===== src/rtl/uart_pkg.sv =====
// Shared UART definitions: FSM states, frame layout, baud divisors and frame helpers.
// Used by the transmitter, the receiver and baud_generator.
package uart_pkg;

    typedef enum logic [2:0] {
        IDLE   = 3'd0,
        START  = 3'd1,
        DATA   = 3'd2,
        PARITY = 3'd3,
        STOP   = 3'd4
    } uart_state_t;

    localparam int FRAME_W   = 11;
    localparam int START_POS = 0;
    localparam int PAR_POS   = 9;
    localparam int STOP_POS  = 10;

    // 16x oversampling tick divisors from a 50 MHz clock
    localparam int BAUD_DIV_100   = 31250;
    localparam int BAUD_DIV_400   = 7813;
    localparam int BAUD_DIV_9600  = 325;
    localparam int BAUD_DIV_19200 = 162;

    function automatic logic frame_parity(input logic [7:0] data, input logic odd);
        return odd ? ~^data : ^data;
    endfunction

    function automatic logic [FRAME_W-1:0] build_frame(input logic [7:0] data, input logic par);
        logic [FRAME_W-1:0] f;
        f            = '0;
        f[STOP_POS]  = 1'b1;
        f[PAR_POS]   = par;
        f[8:1]       = data;
        f[START_POS] = 1'b0;
        return f;
    endfunction

endpackage


===== src/rtl/uart_transmitter.sv =====
// UART transmitter: start, 8 data bits LSB-first, parity, stop; paced by the intx baud tick.
// A one-deep holding buffer lets the next byte be accepted while a frame is on the line.
module uart_transmitter
    import uart_pkg::*;
#(
    parameter int DATA_W     = 8,
    parameter bit PARITY_ODD = 1'b0
) (
    input  logic               clk,
    input  logic               reset,
    input  logic               intx,
    input  logic [DATA_W-1:0]  tx_data,
    input  logic               tx_valid,
    output logic               tx_ready,
    output logic               tx_serial,
    output logic [FRAME_W-1:0] out_tx,
    output logic               tx_busy,
    output logic               tx_done
);

    uart_state_t        state_q, state_d;
    logic [DATA_W-1:0]  hold_data_q, hold_data_d;
    logic               hold_valid_q, hold_valid_d;
    logic [DATA_W-1:0]  shreg_q, shreg_d;
    logic [2:0]         bit_cnt_q, bit_cnt_d;
    logic               tx_serial_q, tx_serial_d;
    logic [FRAME_W-1:0] out_tx_q, out_tx_d;
    logic               tx_done_q, tx_done_d;

    logic accept;
    logic load;

    assign accept = tx_valid & ~hold_valid_q;
    // A frame loads from IDLE or straight out of STOP (back-to-back); never coincides with accept
    assign load   = intx & hold_valid_q & ((state_q == IDLE) | (state_q == STOP));

    always_ff @(posedge clk or negedge reset) begin
        if (!reset) begin
            state_q      <= IDLE;
            hold_data_q  <= '0;
            hold_valid_q <= 1'b0;
            shreg_q      <= '0;
            bit_cnt_q    <= '0;
            tx_serial_q  <= 1'b1;
            out_tx_q     <= '1;
            tx_done_q    <= 1'b0;
        end else begin
            state_q      <= state_d;
            hold_data_q  <= hold_data_d;
            hold_valid_q <= hold_valid_d;
            shreg_q      <= shreg_d;
            bit_cnt_q    <= bit_cnt_d;
            tx_serial_q  <= tx_serial_d;
            out_tx_q     <= out_tx_d;
            tx_done_q    <= tx_done_d;
        end
    end

    always_comb begin
        state_d = state_q;
        case (state_q)
            IDLE:    if (intx && hold_valid_q) state_d = START;
            START:   if (intx) state_d = DATA;
            DATA:    if (intx && bit_cnt_q == 3'(DATA_W - 1)) state_d = PARITY;
            PARITY:  if (intx) state_d = STOP;
            STOP:    if (intx) state_d = hold_valid_q ? START : IDLE;
            default: state_d = IDLE;
        endcase
    end

    always_comb begin
        hold_data_d  = hold_data_q;
        hold_valid_d = hold_valid_q;
        shreg_d      = shreg_q;
        bit_cnt_d    = bit_cnt_q;
        tx_serial_d  = tx_serial_q;
        out_tx_d     = out_tx_q;
        tx_done_d    = 1'b0;

        if (accept) begin
            hold_data_d  = tx_data;
            hold_valid_d = 1'b1;
        end

        if (intx) begin
            case (state_q)
                START: begin
                    tx_serial_d = shreg_q[0];
                    bit_cnt_d   = '0;
                end
                DATA: begin
                    if (bit_cnt_q != 3'(DATA_W - 1)) begin
                        shreg_d     = shreg_q >> 1;
                        tx_serial_d = shreg_q[1];
                        bit_cnt_d   = bit_cnt_q + 3'd1;
                    end else begin
                        // parity was fixed into the frame image at load time
                        tx_serial_d = out_tx_q[PAR_POS];
                    end
                end
                PARITY: tx_serial_d = 1'b1;
                STOP: begin
                    tx_done_d   = 1'b1;
                    tx_serial_d = 1'b1;
                end
                default: ;
            endcase
        end

        if (load) begin
            hold_valid_d = 1'b0;
            shreg_d      = hold_data_q;
            out_tx_d     = build_frame(hold_data_q, frame_parity(hold_data_q, PARITY_ODD));
            tx_serial_d  = 1'b0;
        end
    end

    assign tx_ready  = ~hold_valid_q;
    assign tx_serial = tx_serial_q;
    assign out_tx    = out_tx_q;
    assign tx_busy   = (state_q != IDLE);
    assign tx_done   = tx_done_q;

endmodule


===== config.mk =====
export PLATFORM = sky130hd
export DESIGN_NAME = uart_transmitter
export DESIGN_NICKNAME = d
export VERILOG_FILES = /design/src/rtl/uart_pkg.sv /design/src/rtl/uart_transmitter.sv
export SDC_FILE = /design/constraint.sdc
export NUM_CORES = 1
export LEC_CHECK = 0
export ABC_AREA = 1
export ABC_CLOCK_PERIOD_IN_PS = 1610
export BUFFER_PORTS_ARGS = -buffer_cell sky130_fd_sc_hd__clkbuf_2
export CORE_MARGIN = 2
export CORE_UTILIZATION = 50
export DETAILED_ROUTE_END_ITERATION = 8
export HOLD_SLACK_MARGIN = 0.06
export PLACE_DENSITY = 0.72
export SLEW_MARGIN = 20
export SYNTH_ARGS = -nofsm -noshare
export SYNTH_HDL_FRONTEND = slang
export SYNTH_SLANG_ARGS = --single-unit

===== constraint.sdc =====
create_clock -name clk -period 1.61 [get_ports clk]
set_clock_uncertainty 0.15 [all_clocks]
set_input_delay 0.161 -clock clk [delete_from_list [all_inputs] [get_ports clk]]
set_output_delay 0.161 -clock clk [all_outputs]
set_load 0.01 [all_outputs]

==> summary.md <==
| Metric | Value |
|---|---|
| GR Layer Usage met3 | 5.95% |
| Fmax | 647 MHz |
| Worst Setup End Kind | register |
| Crit Path Class | register to register |
| DRC | 0 |
| GRT Overall Usage | 19.1% |
| Tmin final | 1.55 ns |
| Maxcap violations | 0 |
| Register area share after synthesis | 51.5% |
| Multi-input logic area | 712 um^2 |
| Most area-hungry cell type in the Yosys netlist | dfrtp_1 |
| Top_reg_cell synth | dfrtp_1 |
| Met2 usage | 32.0% |
| Status | completed |
| Die area | 3940 um^2 |
| ANT cells | 0 |
| Final Util | 64.6% |
| Post-route cell area | 2160 um^2 |
| Final Hold Fails | 0 |
| Unrepaired setup endpoints after global routing | no |
| Longest Clk Path Bufs | 2 |
| Critical path fanouts, max | 10 |
| Req. time, crit path | 1.73 ns |
| Post-synth EDFFs | 0 |
| Crit path DAT | 1.66 ns |
| Netlist Area Pre-Place | 1730 um^2 |
| Max H-tree Level | 2 |
| Overall power | 4.22 mW |
| Core area | 3340 um^2 |
| Worst hold path type | input port to async pin |
| Syn nets | 224 |
| Site row count | 21 |
| CTS clock-pin slew for the worst setup and hold paths | 0.11 ns |
| GR peak layer | met2 |
| Drt pass-1 iters | 4 |
| Routed Antenna Nets | 0 |
| Gpl congestion | 0.916 |
| # setup viols final | 0 |
| Peak supply drop | 1150 uV |
| Most frequent cells after synthesis | nand2_1 (70), dfrtp_1 (24), inv_1 (23), nor2_1 (19), nand3_1 (13) |
| Final net count | 270 |
| Post-synth cell types | 26 |
| Ys async rst share | 100% |
| Area Growth Syn to Fin | 24.8% |
| Post-Syn Instances | 210 |
| Pin count of the biggest net entering global routing | 21 |
| Initial antenna violation count | 0 |
| Chip width | 62.8 um |
| Ys Warns | 0 |
| Register area | 891 um^2 |
| Vias in the first global route | 1398 |
| Power per cell area | 1960 nW/um^2 |
| Port Buffers | 25 |
| Fillers | 293 |
| Io pins | 27 |
| Critical Path Start Type | register |
| Overall via count from detail_route | 1446 |
| GR Util met1 | 23.4% |
| Grt total ovfl | 0 |
| Post-synthesis area per instance | 8.23 um^2 |
| Die H | 62.8 um |
| Most common cell in the netlist | nand2_1 |
| Period utilization | 96.1% |
| Worst slack at placement | 0.0292 ns |
| CTS tree | yes |
| First-pass GRT wire length | 5.87 mm |
| WL per Instance | 11.0 um |
| Clock Latency Late Sink | 0.34 ns |
| CTS buffer count | 5 |
| Share of the synthesized area in the top cell type | 34.8% |
| Register bit total from synthesis | 35 |
| Setup ws final | 0.0634 ns |
| Wirelength, routed | 3.33 mm |
| Final Slew Violations | 0 |
| Sinks on Clock Net | 35 |
| Avg Vias per Cell | 4.77 |
| Post-DP HPWL | 2.35 mm |
| Static Leakage | 1.14 nW |
| Placed Area | 1930 um^2 |
| First DRT Iteration DRCs | 89 |
| Synth area leaders | dfrtp_1 (35%), dfstp_2 (17%), nand2_1 (15%), inv_1 (5.0%), nor2_1 (4.1%) |
| Initial Util | 51.8% |
| Root Driver | clkbuf_4 |
| Layout cells sized above 1 | 26.8% |
| Setup TNS | 0 ns |
[flip-flops by register name, indices dropped and copies added (netlist names)]
register / count
state_q: 3
bit_cnt_q: 3
out_tx: 10
tx_serial: 1
shreg_q: 8
hold_data_q: 8
tx_done: 1
hold_valid_q: 1
[final cells by class]
class	instances	share of cell area (%)
Clock inverter	2	1.63
Multi-Input combinational cell	143	33.0
Sequential cell	35	41.3
Clock buffer	6	2.38
Inverter	27	4.70
Tap cell	46	2.67
Timing Repair Buffer	44	14.3
[cell usage in the layout (no fill, tap or decap), drive strengths merged]
cell type / synthesis / final
nand2: 71 / 71
nand3: 15 / 15
dfrtp: 24 / 24
buf: 5 / 8
dfstp: 11 / 11
conb: 1 / 1
xnor2: 2 / 2
nor2: 21 / 21
inv: 27 / 27
o211ai: 1 / 1
bufinv: 0 / 1
o21ai: 17 / 17
o21bai: 1 / 1
dlygate4sd3: 0 / 11
clkbuf: 0 / 31
nand4: 1 / 1
mux2: 2 / 2
ha: 2 / 2
mux2i: 1 / 1
clkinv: 0 / 1
a21oi: 8 / 8
[through the flow]
step                      hold slack, ns  std cells
after CTS                          0.133        301
after global placement           -0.0376        282
after detailed placement         -0.0344        282
after global routing               0.164        303
final                              0.154        303
after floorplan                   -0.285        210
[logic make-up (layout without fill, tap and decap cells)]
kind of cell,count (synthesis),after routing,share of synthesized area [%]
fa+ha+maj,2,2,1.45
flops,35,35,51.5
mux,3,3,1.88
other cells,1,1,0.217
compound gates,27,27,8.62
xor+xnor,2,2,1.01
simple gates,108,108,27.2
buf+inv,32,79,8.18
[where the power goes]
group / internal (mW) / switching [mW] / total (mW) / leakage [nW]
clock: 0.367 / 0.296 / 0.663 / 0.0482
sequential: 1.37 / 0.292 / 1.66 / 0.406
combinational: 0.766 / 1.13 / 1.90 / 0.688
total: 2.50 / 1.72 / 4.22 / 1.14
[worst max-delay path, stage by stage (launching register included)]
cell     delay [ns]
dfrtp_2        0.47
nor2_4         0.18
nand3_4        0.18
inv_2          0.13
buf_4          0.17
nand2_1        0.10
nand3_1        0.09
[worst paths after layout]
kind,cells after the start,to,startpoint,slack (ns)
max in group asynchronous,3,out_tx[8],reset,0.63
min in group clk,2,out_tx[0],out_tx[0],0.30
min,2,state_q[2],reset,0.15
min reg2reg,2,out_tx[0],out_tx[0],0.30
max reg2reg,6,shreg_q[4],state_q[0],0.06
max,6,shreg_q[4],state_q[0],0.06
[metal layers]
metal / part of all wire, % / wire length [um]
met1: 47 / 1580
met2: 48 / 1590
met3: 4.1 / 137
met4: 0.90 / 30
met5: 0 / 0
[repair_timing]
item,in CTS,in global routing
endpoints found under the setup margin,0,13
hold endpoints to repair,39,0
setup buffers,0,2
hold buffers,11,0
gates resized for setup,0,6
Power figures use the tool's default switching activity.
